--- config.mk ---
export PLATFORM = sky130hd
export DESIGN_NAME = tri_vertex_unpacker
export DESIGN_NICKNAME = d
export VERILOG_FILES = /design/src/rtl/tri_vertex_unpacker.sv
export SDC_FILE = /design/constraint.sdc
export NUM_CORES = 1
export LEC_CHECK = 0
export CORE_UTILIZATION = 37
export CTS_CLUSTER_SIZE = 40
export DETAILED_ROUTE_END_ITERATION = 10
export HOLD_SLACK_MARGIN = 0.1
export PLACE_DENSITY = 0.66
export SLEW_MARGIN = 20
export SYNTH_ARGS = -nofsm -noshare
export SYNTH_HDL_FRONTEND = slang
export SYNTH_SLANG_ARGS = --single-unit
--- constraint.sdc ---
create_clock -name clk -period 20.7 [get_ports clk]
set_input_delay 4.14 -clock clk [delete_from_list [all_inputs] [get_ports clk]]
set_output_delay 4.14 -clock clk [all_outputs]
set_load 0.03 [all_outputs]
--- src/rtl/tri_vertex_unpacker.sv ---
// Triangle-to-vertex unpacker: buffers 9-coordinate triangle words from the
// serial collector and streams them out as three x/y/z vertices over a
// valid/ready handshake. Triangles that arrive with no free slot are dropped
// and flagged with a sticky overflow bit.
module tri_vertex_unpacker #(
    parameter int unsigned COORD_W = 16,
    parameter int unsigned DEPTH   = 2
) (
    input  logic                 clk,
    input  logic                 rst,
    input  logic [9*COORD_W-1:0] tri_in,
    input  logic                 tri_done,
    output logic                 vtx_valid,
    input  logic                 vtx_ready,
    output logic [COORD_W-1:0]   vtx_x,
    output logic [COORD_W-1:0]   vtx_y,
    output logic [COORD_W-1:0]   vtx_z,
    output logic [1:0]           vtx_idx,
    output logic                 vtx_last,
    output logic                 fifo_full,
    output logic                 overflow,
    output logic [7:0]           tri_count
);

    localparam int unsigned PW = (DEPTH > 1) ? $clog2(DEPTH) : 1;
    localparam int unsigned VW = 3 * COORD_W;
    localparam logic [PW:0] FULL_CNT = (PW + 1)'(DEPTH);
    localparam logic [PW:0] ONE_CNT  = (PW + 1)'(1);
    localparam logic [PW-1:0] ONE_PTR = PW'(1);

    typedef enum logic [0:0] {StEmpty, StStream} state_e;

    state_e               state_q, state_d;
    logic [9*COORD_W-1:0] mem_q [DEPTH];
    logic [PW-1:0]        wr_ptr_q, rd_ptr_q;
    logic [PW:0]          count_q, count_d;
    logic [1:0]           idx_q, idx_d;
    logic                 overflow_q;
    logic [7:0]           tri_count_q;

    logic                 fire, pop, slot_avail, wr_en;
    logic [9*COORD_W-1:0] head_word;
    logic [VW-1:0]        head_vtx;

    // Handshake and write-acceptance decode; a full FIFO still accepts when
    // its head triangle retires in the same cycle.
    always_comb begin
        fire       = (state_q == StStream) && vtx_ready;
        pop        = fire && (idx_q == 2'd2);
        slot_avail = (count_q < FULL_CNT) || pop;
        wr_en      = tri_done && slot_avail;
    end

    // Next-state logic: occupancy, vertex index and stream/empty state.
    always_comb begin
        count_d = count_q;
        idx_d   = idx_q;
        state_d = StEmpty;
        case ({wr_en, pop})
            2'b10:   count_d = count_q + ONE_CNT;
            2'b01:   count_d = count_q - ONE_CNT;
            default: count_d = count_q;
        endcase
        if (fire) begin
            idx_d = (idx_q == 2'd2) ? 2'd0 : idx_q + 2'd1;
        end
        if (count_d != '0) begin
            state_d = StStream;
        end
    end

    // Output mux: select the current vertex of the head triangle.
    always_comb begin
        head_word = mem_q[rd_ptr_q];
        case (idx_q)
            2'd0:    head_vtx = head_word[VW-1:0];
            2'd1:    head_vtx = head_word[2*VW-1:VW];
            default: head_vtx = head_word[3*VW-1:2*VW];
        endcase
        vtx_x     = head_vtx[COORD_W-1:0];
        vtx_y     = head_vtx[2*COORD_W-1:COORD_W];
        vtx_z     = head_vtx[3*COORD_W-1:2*COORD_W];
        vtx_valid = (state_q == StStream);
        vtx_idx   = idx_q;
        vtx_last  = (idx_q == 2'd2);
        fifo_full = (count_q == FULL_CNT);
        overflow  = overflow_q;
        tri_count = tri_count_q;
    end

    // Control state; reset discards any partially streamed triangle.
    always_ff @(posedge clk or posedge rst) begin
        if (rst) begin
            state_q     <= StEmpty;
            count_q     <= '0;
            idx_q       <= 2'd0;
            wr_ptr_q    <= '0;
            rd_ptr_q    <= '0;
            overflow_q  <= 1'b0;
            tri_count_q <= 8'd0;
        end else begin
            state_q <= state_d;
            count_q <= count_d;
            idx_q   <= idx_d;
            if (wr_en) begin
                wr_ptr_q <= wr_ptr_q + ONE_PTR;
            end
            if (pop) begin
                rd_ptr_q    <= rd_ptr_q + ONE_PTR;
                tri_count_q <= tri_count_q + 8'd1;
            end
            if (tri_done && !slot_avail) begin
                overflow_q <= 1'b1;
            end
        end
    end

    // Triangle storage; contents are don't-care until written.
    always_ff @(posedge clk) begin
        if (wr_en) begin
            mem_q[wr_ptr_q] <= tri_in;
        end
    end

endmodule

==> impl_metrics.json <==
{
  "outcome": "complete, no violations",
  "power.leakage_nw": 5.13,
  "critPathKind": "flop to primary output",
  "netlist_instances": 572,
  "start_util": 0.376,
  "critPathTopFamily": "buffers and inverters",
  "synth_seq_area_share": 0.784,
  "cp-start-kind": "flop",
  "finalNonFillerCells": 1219,
  "setup_tns_ps": 0,
  "grt_pass1_wl_um": 34700,
  "pwr-share-comb": 0.359,
  "cts_buffer_depth": 3,
  "rsz0062_at_grt": "false",
  "cp.arrival_ps": 3270,
  "core_area_um2": 30700,
  "ant_nets": 0,
  "max_freq_mhz": 135,
  "io_buffers": 209,
  "yosys_warnings": 0,
  "dpl-instance-area_um2": 14000,
  "nets": 947,
  "syn_area_per_cell_um2": 20.2,
  "insertion_delay_ps": 500,
  "power_density_nw_per_um2": 151,
  "routabilityCongestion": 0.742,
  "intPower_mw": 1.53,
  "peakVddDrop_uv": 87.6,
  "cts_buffers": 34,
  "clk_pin_slew_ps": 60,
  "required_ps": 16560,
  "remaining_drc_errors": 0,
  "worst_pin_slew_ps": 944,
  "post_cts_buffers": 0,
  "wl_per_cell_um": 18.4,
  "synth_area_um2": 11500,
  "ctsHoldBuffers": 0,
  "area_growth_pct": 30.9,
  "grt_max_degree": 68,
  "io_pins": 210,
  "dp_hpwl_um": 13500,
  "fp.dieH_um": 179,
  "hold_path.class": "flop to flop",
  "rows": 64,
  "drive_above_1_share": 0.139,
  "ctsResizeCount": 0,
  "p_switching_uw": 756,
  "dieArea_um2": 31900,
  "slew_viol_final": 0,
  "fin_crit_sh": 0.358,
  "viasPerCell": 4.86,
  "final.setup.worst_slack_ps": 13290,
  "drt-total-wl_um": 22400,
  "dp_cells": 1157,
  "worstPathMaxFanout": 40,
  "worst_path_max_delay_cell": "buf_4",
  "grt_pass1_vias": 6109,
  "clkPwrFrac": 0.254,
  "maxCapViolations": 0,
  "grt_usage": 0.144,
  "crit_chain": "buf_4 -> mux4_2 -> nor2_1 -> a21oi_1 -> clkdlybuf4s50_1",
  "synth-seq-cells": 304,
  "slew_headroom": 0.371,
  "final_cell_mix": "edfxtp_1 (288), clkdlybuf4s50_1 (209), nor2_1 (50)",
  "hold_violations": 0,
  "cts_root_buffer": "clkbuf_16",
  "htreeDepth": 2,
  "ys_types": 29,
  "synthesis.nets": 722,
  "setup_violations": 0,
  "dr.pass1.iters": 4,
  "post-route-min-period_ps": 7410,
  "switching_share": 0.331,
  "die_x_um": 179,
  "max_stage_delay_ps": 700,
  "vias": 5927,
  "antenna_found_initial": 4,
  "drtIter0Drc": 331,
  "fin_area_um2": 15100,
  "skew_ps": 12.2,
  "power_mw": 2.28,
  "clock-sinks": 304,
  "end_kind": "primary output",
  "place_ws_ps": 13710,
  "cts_tree": "built",
  "grt-ovfl-total": 0,
  "final_common_cell": "edfxtp_1",
  "crit_buf_inv": 2,
  "seq_power_share": 0.387
}
-- cells by family after synthesis --
logic type               count (synthesis)  share of synthesized area
multiplexers                            96                      0.135
buffers and inverters                   33                     0.0186
adder cells (fa/ha/maj)                  2                    0.00217
AO/OA/AOI/OAI                           53                     0.0236
flip-flops                             304                      0.784
AND/OR/NAND/NOR                         73                     0.0279
XOR/XNOR                                11                    0.00835
-- path summary, 6_finish.rpt --
path / startpoint / to / slack (ps) / cells past startpoint
worst max-delay path: rd_ptr_q$_DFFE_PP0P_ / vtx_x[4] / 13290 / 5
worst min-delay path: tri_count[7]$_DFFE_PP0P_ / tri_count[7]$_DFFE_PP0P_ / 480 / 1
worst max register to register: vtx_idx[0]$_DFFE_PP0P_ / mem_q[1][9]$_DFFE_PP_ / 17530 / 6
worst min register to register: tri_count[7]$_DFFE_PP0P_ / tri_count[7]$_DFFE_PP0P_ / 480 / 1
max in group asynchronous: rst / rd_ptr_q$_DFFE_PP0P_ / 16230 / 2
min in group asynchronous: rst / tri_count[7]$_DFFE_PP0P_ / 4020 / 2
-- metal layers --
layer / global-route usage / wire [um] / vias up
li1: - / - / 2740
met1: 0.196 / 9760 / 2953
met2: 0.220 / 10300 / 180
met3: 0.0475 / 1850 / 46
met4: 0.0410 / 417 / 8
met5: 0 / 46 / -
-- flip-flops by register name (all words and copies together) (netlist names) --
name	count
vtx_idx	2
count_q	2
mem_q	288
vtx_valid	1
wr_ptr_q	1
overflow	1
rd_ptr_q	1
tri_count	8
-- worst reg2reg max path, cell delays in order, from the launching register on --
cell and delay [ps]:
dfrtp_2 380, buf_4 390, nand4b_4 380, inv_1 230
o21ai_2 150, nor2_4 400, buf_4 770
-- power by group through the flow --
stage | combinational, mW | clock [mW] | sequential [mW]
after floorplan | 0.558 | 0 | 0.903
after global placement | 0.830 | 0 | 0.893
after detailed placement | 0.832 | 0 | 0.899
after CTS | 0.836 | 0.599 | 0.886
after global routing | 0.883 | 0.622 | 0.897
final | 0.819 | 0.580 | 0.882
-- through the flow --
stage	utilization	hold slack, ps
6_report	0.493	476
5_1_grt	0.492	494
3_5_place_dp	0.457	464
2_1_floorplan	-	468
3_3_place_gp	0.457	459
4_1_cts	0.492	486
-- layout make-up --
type,instances,area [um^2]
Fill cell,2531,15600
Antenna cell,1,2.50
Clock inverter,15,128
Sequential cell,304,9060
Tap cell,396,495
Inverter,5,18.8
Clock buffer,46,960
Multi-Input combinational cell,235,2290
Timing Repair Buffer,217,2150
-- synthesized netlist by cell type (all sizes together) --
library cell / instances / area, um^2
nand3: 2 / 10.0
dfrtp: 16 / 400
nor2b: 1 / 6.26
or2: 1 / 6.26
nor3: 2 / 10.0
a31o: 1 / 8.76
mux4: 48 / 1080
xor2: 4 / 35.0
or3: 1 / 6.26
a21oi: 48 / 240
ha: 2 / 25.0
clkbuf: 5 / 18.8
nor2: 52 / 195
inv: 5 / 18.8
buf: 23 / 178
nand2: 10 / 37.5
o21ai: 4 / 23.8
xnor2: 7 / 61.3
nand4: 1 / 6.26
mux2i: 48 / 480
nand3b: 1 / 7.51
edfxtp: 288 / 8650
nor4: 1 / 12.5
nand4b: 1 / 23.8
Power figures use the tool's default switching activity.
